==> src/rtl/bridge_req_arbiter.sv <==
// bridge_req_arbiter: round-robin sharing of one DRAM<->SD bridge between two queued requesters.
// Define BRIDGE_ARB_TIMEOUT_EN to add the WAIT watchdog and the err_timeout output.
module bridge_req_arbiter #(
    parameter int FIFO_DEPTH = 4,
    parameter int GAP_CYC    = 2
) (
    input  logic        clk,
    input  logic        rst_n,
    input  logic        req0_valid,
    output logic        req0_ready,
    input  logic        req0_dir,
    input  logic [12:0] req0_addr_dram,
    input  logic [15:0] req0_addr_sd,
    input  logic        req1_valid,
    output logic        req1_ready,
    input  logic        req1_dir,
    input  logic [12:0] req1_addr_dram,
    input  logic [15:0] req1_addr_sd,
    output logic        br_in_valid,
    output logic        br_direction,
    output logic [12:0] br_addr_dram,
    output logic [15:0] br_addr_sd,
    input  logic        br_out_valid,
    input  logic [7:0]  br_out_data,
    output logic        rsp_valid,
    output logic        rsp_id,
    output logic [7:0]  rsp_data,
    output logic        rsp_last,
    output logic        busy
`ifdef BRIDGE_ARB_TIMEOUT_EN
    ,
    output logic        err_timeout
`endif
);

    localparam int AW = $clog2(FIFO_DEPTH);
    localparam int GW = (GAP_CYC > 1) ? $clog2(GAP_CYC) : 1;

    typedef enum logic [1:0] {IDLE, ISSUE, WAIT, GAP} state_t;

    state_t           state, state_n;
    logic             grant_id, grant_n, rr, rr_n;
    logic [2:0]       byte_cnt, byte_n;
    logic [GW-1:0]    gap_cnt, gap_n;
    logic             rsp_valid_n, rsp_id_n, rsp_last_n;
    logic [7:0]       rsp_data_n;
    logic [1:0]       valid, ready, push, pop, nonempty;
    logic [1:0][29:0] din, head;
`ifdef BRIDGE_ARB_TIMEOUT_EN
    logic [15:0]      wd, wd_n;
    logic             err_n;
`endif

    assign valid      = {req1_valid, req0_valid};
    assign din        = {{req1_dir, req1_addr_dram, req1_addr_sd}, {req0_dir, req0_addr_dram, req0_addr_sd}};
    assign push       = valid & ready;
    assign req0_ready = ready[0];
    assign req1_ready = ready[1];

    for (genvar g = 0; g < 2; g++) begin : g_fifo
        logic [29:0]   mem [FIFO_DEPTH];
        logic [AW-1:0] wr_ptr, rd_ptr;
        logic [AW:0]   cnt;
        assign ready[g]    = cnt != (AW+1)'(FIFO_DEPTH);
        assign nonempty[g] = cnt != '0;
        assign head[g]     = mem[rd_ptr];
        assign pop[g]      = state == ISSUE && grant_id == 1'(g);
        always_ff @(posedge clk) begin
            if (push[g]) mem[wr_ptr] <= din[g];
        end
        always_ff @(posedge clk or negedge rst_n) begin
            if (!rst_n) begin
                wr_ptr <= '0;
                rd_ptr <= '0;
                cnt    <= '0;
            end else begin
                if (push[g]) wr_ptr <= wr_ptr + 1'b1;
                if (pop[g]) rd_ptr <= rd_ptr + 1'b1;
                cnt <= cnt + (AW+1)'(push[g]) - (AW+1)'(pop[g]);
            end
        end
    end

    assign br_in_valid = state == ISSUE;
    assign {br_direction, br_addr_dram, br_addr_sd} = br_in_valid ? head[grant_id] : '0;
    assign busy = state != IDLE;

    always_comb begin
        state_n     = state;
        grant_n     = grant_id;
        rr_n        = rr;
        byte_n      = byte_cnt;
        gap_n       = gap_cnt;
        rsp_valid_n = 1'b0;
        rsp_id_n    = 1'b0;
        rsp_data_n  = '0;
        rsp_last_n  = 1'b0;
`ifdef BRIDGE_ARB_TIMEOUT_EN
        wd_n        = wd;
        err_n       = 1'b0;
`endif
        case (state)
            IDLE: if (|nonempty) begin
                // rr only matters when both queues hold work
                grant_n = nonempty[1] & (~nonempty[0] | rr);
                rr_n    = ~grant_n;
                state_n = ISSUE;
            end
            ISSUE: begin
                state_n = WAIT;
                byte_n  = '0;
`ifdef BRIDGE_ARB_TIMEOUT_EN
                wd_n    = '0;
`endif
            end
            WAIT: begin
                if (br_out_valid) begin
                    rsp_valid_n = 1'b1;
                    rsp_id_n    = grant_id;
                    rsp_data_n  = br_out_data;
                    byte_n      = byte_cnt + 3'd1;
`ifdef BRIDGE_ARB_TIMEOUT_EN
                    wd_n        = '0;
`endif
                    if (byte_cnt == 3'd7) begin
                        rsp_last_n = 1'b1;
                        state_n    = GAP;
                        gap_n      = GW'(GAP_CYC - 1);
                    end
                end
`ifdef BRIDGE_ARB_TIMEOUT_EN
                else if (wd == 16'hFFFF) begin
                    rsp_valid_n = 1'b1;
                    rsp_id_n    = grant_id;
                    rsp_data_n  = 8'hEE;
                    rsp_last_n  = 1'b1;
                    err_n       = 1'b1;
                    state_n     = GAP;
                    gap_n       = GW'(GAP_CYC - 1);
                end else begin
                    wd_n = wd + 16'd1;
                end
`endif
            end
            // leaving at count 1 lets the IDLE cycle serve as the final gap cycle
            GAP: if (gap_cnt <= GW'(1)) state_n = IDLE; else gap_n = gap_cnt - 1'b1;
            default: state_n = IDLE;
        endcase
    end

    always_ff @(posedge clk or negedge rst_n) begin
        if (!rst_n) begin
            state     <= IDLE;
            grant_id  <= 1'b0;
            rr        <= 1'b0;
            byte_cnt  <= '0;
            gap_cnt   <= '0;
            rsp_valid <= 1'b0;
            rsp_id    <= 1'b0;
            rsp_data  <= '0;
            rsp_last  <= 1'b0;
`ifdef BRIDGE_ARB_TIMEOUT_EN
            wd          <= '0;
            err_timeout <= 1'b0;
`endif
        end else begin
            state     <= state_n;
            grant_id  <= grant_n;
            rr        <= rr_n;
            byte_cnt  <= byte_n;
            gap_cnt   <= gap_n;
            rsp_valid <= rsp_valid_n;
            rsp_id    <= rsp_id_n;
            rsp_data  <= rsp_data_n;
            rsp_last  <= rsp_last_n;
`ifdef BRIDGE_ARB_TIMEOUT_EN
            wd          <= wd_n;
            err_timeout <= err_n;
`endif
        end
    end

endmodule

==> config.mk <==
export PLATFORM = sky130hd
export DESIGN_NAME = bridge_req_arbiter
export DESIGN_NICKNAME = d
export VERILOG_FILES = /design/src/rtl/bridge_req_arbiter.sv
export SDC_FILE = /design/constraint.sdc
export NUM_CORES = 1
export LEC_CHECK = 0
export ABC_AREA = 1
export ABC_CLOCK_PERIOD_IN_PS = 5600
export BUFFER_PORTS_ARGS = -buffer_cell sky130_fd_sc_hd__buf_2
export CAP_MARGIN = 40
export CORE_UTILIZATION = 63
export DETAILED_ROUTE_END_ITERATION = 10
export HOLD_SLACK_MARGIN = 0.06
export MAX_ROUTING_LAYER = met4
export PLACE_DENSITY = 0.85
export SLEW_MARGIN = 25
export SYNTH_ARGS = -nofsm -noshare
export SYNTH_HDL_FRONTEND = slang
export SYNTH_SLANG_ARGS = --single-unit
==> constraint.sdc <==
create_clock -name clk -period 5.6 [get_ports clk]
set_input_delay 0.84 -clock clk [delete_from_list [all_inputs] [get_ports clk]]
set_output_delay 0.84 -clock clk [all_outputs]
set_load 0.01 [all_outputs]
==> summary.txt <==
Global routing
  – Antenna violations before repair: 6
  – Wire length of the first global-routing pass: 37100 um
  – Global route total overflow: 0
  – Vias in the first global route: 7119
  – Total GRT Usage: 28.4%
  – Largest net degree at the start of global routing: 64

Layout
  – Storage element area: 8010 um^2
  – P&R area growth vs syn: 13.9%
  – Total Nets Final: 1113
  – Number of fillers in the final layout: 1037
  – Fraction of layout instances using a drive strength above 1: 18.5%
  – Multi-input gate area: 2560 um^2

Timing
  – Slew @ Worst Pin: 0.724 ns
  – Minimum clock period: 3.47 ns
  – Max-slew headroom: 51.7%
  – Final TNS setup: 0 ns
  – Highest achievable clock rate: 0.288 GHz
  – Worst Clk Skew: 0.0174 ns
  – Number of endpoints failing setup at the final stage: 0
  – Period utilization: 61.9%
  – Final slew viol count: 0
  – Worst setup margin: 2.13 ns
  – Unrepaired setup endpoints after global routing: false
  – Number of hold-slack violations in the final timing report: 0

Die
  – I/O pin cnt: 118
  – Number of cell rows: 48
  – Area of the die: 18100 um^2
  – Initial Util: 64.1%
  – Core area: 17200 um^2
  – Die extent in x: 134 um
  – Die extent in y: 134 um

Clock network
  – Later-pin clock latency in the skew report: 0.53 ns
  – H-tree level count: 1
  – Root Buffer Master: sky130_fd_sc_hd__clkbuf_16
  – Number of gates given a new drive strength after cts: 0
  – Maximum count of clock buffers along a single path: 3
  – Total clock sinks: 272
  – Number of hold buffers added after CTS: 0
  – Number of buffers inserted during clock tree synthesis: 26
  – Clock transition at the register clock pins on the worst setup and hold paths after CTS: 0.06 ns
  – CTS tree: yes
  – Number of buffers inserted to repair setup after CTS: 0

Critical path
  – Reg-to-reg critical path endpoint: g_fifo[1].cnt[2]$_DFF_PN0_
  – Largest delay share family, worst path: buffers and inverters
  – Biggest cell delay along the critical path: 0.56 ns
  – Critical path fanouts, max: 63
  – Required time of the critical path: 4.76 ns
  – Reg-to-reg slack, setup: 3.05 ns
  – Worst-path cell chain: buf_4, inv_4, nand2_1, nand3_1, nand3_1, nand2_1, buf_2
  – CP max-delay cell: sky130_fd_sc_hd__buf_4
  – Worst r2r src: state[1]$_DFFE_PN0P_
  – Classification of the worst setup path: flip-flop to primary output
  – Type of element launching the critical path: flip-flop
  – Worst Path Buf+Inv: 3
  – Signal arrival time at the worst endpoint: 2.63 ns
  – Category of the worst setup path capture point: primary output
  – Logic depth of the worst register-to-register path: 9

Power
  – Power per unit of standard cell area: 528 nW/um^2
  – Max VDD drop: 0.000438 V
  – Static leakage: 0.00514 uW

Yosys
  – Area share of the largest cell type after synthesis: 65.2%
  – Dominant register cell in the synthesized netlist: sky130_fd_sc_hd__edfxtp_1
  – Complex-gate fraction of the synthesized area: 0.408%
  – Avg Inst Size Synth: 12.2 um^2
  – Top cells by instance count after synthesis: sky130_fd_sc_hd__nand2_1 (290), sky130_fd_sc_hd__edfxtp_1 (240), sky130_fd_sc_hd__nand3_1 (186), sky130_fd_sc_hd__inv_1 (38), sky130_fd_sc_hd__dfrtp_1 (32)
  – Largest family of logic cells by synthesized area: simple AND/OR/NAND/NOR gates
  – Post-Synthesis Net Count: 998
  – Number of enable flip-flop cells after synthesis: 240
  – Post-synthesis cell type count: 22
  – XOR/XNOR Fraction of Synth Area: 0.713%
  – Cell taking the most area after synthesis: sky130_fd_sc_hd__edfxtp_1
  – Number of instances in the synthesized netlist: 905
  – Multiplexer share of the synthesized area: 0%
  – Synthesized-area fraction occupied by adder cells: 2.40%
  – Synthesized cell area: 11000 um^2
  – Async SR Flop Fraction: 11.8%
  – Largest cells by area after synthesis: sky130_fd_sc_hd__edfxtp_1 (65%), sky130_fd_sc_hd__nand2_1 (9.9%), sky130_fd_sc_hd__nand3_1 (8.4%)
  – Warning count from the yosys run: 0
  – Share of synthesized cell area in and, or, nand and nor gates: 19.5%
  – Post-synthesis sequential area ratio: 72.5%
  – Flop and latch count out of synthesis: 272
  – Most common cell in the synthesized netlist: sky130_fd_sc_hd__nand2_1

Drt
  – Number of remaining DRC errors: 0
  – Routed via count: 7246
  – Via-to-Cell Ratio: 5.70
  – Remaining antenna violation count after routing: 0
  – Routed length per placed instance: 19.3 um
  – First-iteration detailed-routing DRC count: 701
  – First drt pass iteration count: 5
  – Sum of routed wire length over all layers: 24500 um

Job
  – Max-cap violation count: 0

Placed design
  – Worst slack, placed: 2.82 ns
  – Routability-driven placement congestion ratio: 0.819
  – Port-buffer cells: 117
  – Hpwl dp: 14400 um

Status
  – Status: complete, no violations

Worst hold path
  – Hold Path Class: input pin to asynchronous set/reset pin
[cell type report]
cell class	instances	share of cell area, %
Tap cell	225	2.24
Clock inverter	6	0.268
Antenna cell	6	0.119
Multi-Input combinational cell	544	20.3
Timing Repair Buffer	132	5.74
Clock buffer	42	6.29
Inverter	44	1.35
Sequential cell	272	63.6
[layout by cell type, fill, tap and decap left out]
master                      instances
sky130_fd_sc_hd__a21oi_1            1
sky130_fd_sc_hd__xor2_1             7
sky130_fd_sc_hd__o21ai_1            3
sky130_fd_sc_hd__nor2_1            16
sky130_fd_sc_hd__clkbuf_16         27
sky130_fd_sc_hd__clkbuf_8           6
sky130_fd_sc_hd__dfrtp_1           30
sky130_fd_sc_hd__clkbuf_1           9
sky130_fd_sc_hd__buf_8              1
sky130_fd_sc_hd__nor2_4             1
sky130_fd_sc_hd__and3_1             1
sky130_fd_sc_hd__o21ai_0            5
sky130_fd_sc_hd__inv_1             38
sky130_fd_sc_hd__nand2_1          290
sky130_fd_sc_hd__xnor2_1            2
sky130_fd_sc_hd__inv_2              4
sky130_fd_sc_hd__dfrtp_2            2
sky130_fd_sc_hd__buf_2            117
sky130_fd_sc_hd__ha_1              18
sky130_fd_sc_hd__nand2_2            3
sky130_fd_sc_hd__diode_2            6
sky130_fd_sc_hd__clkinv_2           5
sky130_fd_sc_hd__inv_4              2
sky130_fd_sc_hd__inv_6              1
sky130_fd_sc_hd__buf_6              1
sky130_fd_sc_hd__nor2_2             8
sky130_fd_sc_hd__buf_4             12
sky130_fd_sc_hd__edfxtp_1         240
sky130_fd_sc_hd__buf_12             1
sky130_fd_sc_hd__fa_1               2
sky130_fd_sc_hd__nand3_1          186
sky130_fd_sc_hd__or2_2              1
[worst max path at each step]
stage,slack [ns],from,end,cells after the start
3_3_place_gp,2.84,g_fifo[0].rd_ptr[0]$_DFFE_PN0P_,br_addr_dram[11],7
2_1_floorplan,2.97,req0_valid,g_fifo[0].mem[0][0]$_DFFE_PP_,2
6_report,2.13,g_fifo[0].rd_ptr[0]$_DFFE_PN0P_,br_addr_sd[0],7
3_5_place_dp,2.82,g_fifo[0].rd_ptr[0]$_DFFE_PN0P_,br_addr_dram[11],7
4_1_cts,2.20,g_fifo[0].rd_ptr[0]$_DFFE_PN0P_,br_addr_sd[0],7
5_1_grt,2.07,g_fifo[0].rd_ptr[0]$_DFFE_PN0P_,br_addr_sd[0],7
[worst register-to-register path: cells and delay by family (launching register included)]
family / cells / cell delay, ns
buf+inv: 3 / 0.71
simple gates: 1 / 0.10
flops: 1 / 0.40
xor+xnor: 1 / 0.17
fa+ha+maj: 4 / 1.03
[logic make-up (layout without fill, tap and decap cells)]
family | after synthesis | in the layout
AND/OR/NAND/NOR | 506 | 506
flip-flops | 272 | 272
buffers and inverters | 89 | 224
adder cells (fa/ha/maj) | 20 | 20
AO/OA/AOI/OAI | 9 | 9
XOR/XNOR | 9 | 9
other | 0 | 6
[power breakdown]
group | switching [uW] | internal [uW] | leakage [uW]
registers | 134 | 2680 | 0.00260
logic | 1520 | 623 | 0.00213
clock network | 712 | 967 | 0.000411
total | 2370 | 4270 | 0.00514
[sequential cells by signal, indices dropped and copies added (netlist names), 2 cells and up]
signal         flops
g_fifo.mem       240
rsp_data           8
g_fifo.cnt         6
g_fifo.rd_ptr      4
g_fifo.wr_ptr      4
byte_cnt           3
state              2
[metal layers]
metal  vias to the layer above  track usage (%)  share of wire, %
met5                         -                -                 0
met4                         0             11.6               2.8
met3                        59             5.44               9.2
met2                       397             48.1                51
met1                      3444             33.7                37
li1                       3346                -                 -
[stage by stage]
| stage | power, uW | cells | util (%) | cell area (um^2) | hold WS [ns] |
|---|---|---|---|---|---|
| 2_1_floorplan | 4370 | 905 | - | 11000 | 0.450 |
| 3_3_place_gp | 4860 | 1214 | 67.9 | 11700 | 0.462 |
| 3_5_place_dp | 4960 | 1216 | 68.0 | 11700 | 0.479 |
| 4_1_cts | 6630 | 1264 | 72.8 | 12600 | 0.409 |
| 5_1_grt | 6950 | 1271 | 73.0 | 12600 | 0.154 |
| 6_report | 6640 | 1271 | 73.0 | 12600 | 0.159 |
(Power assumes the default switching activity.)
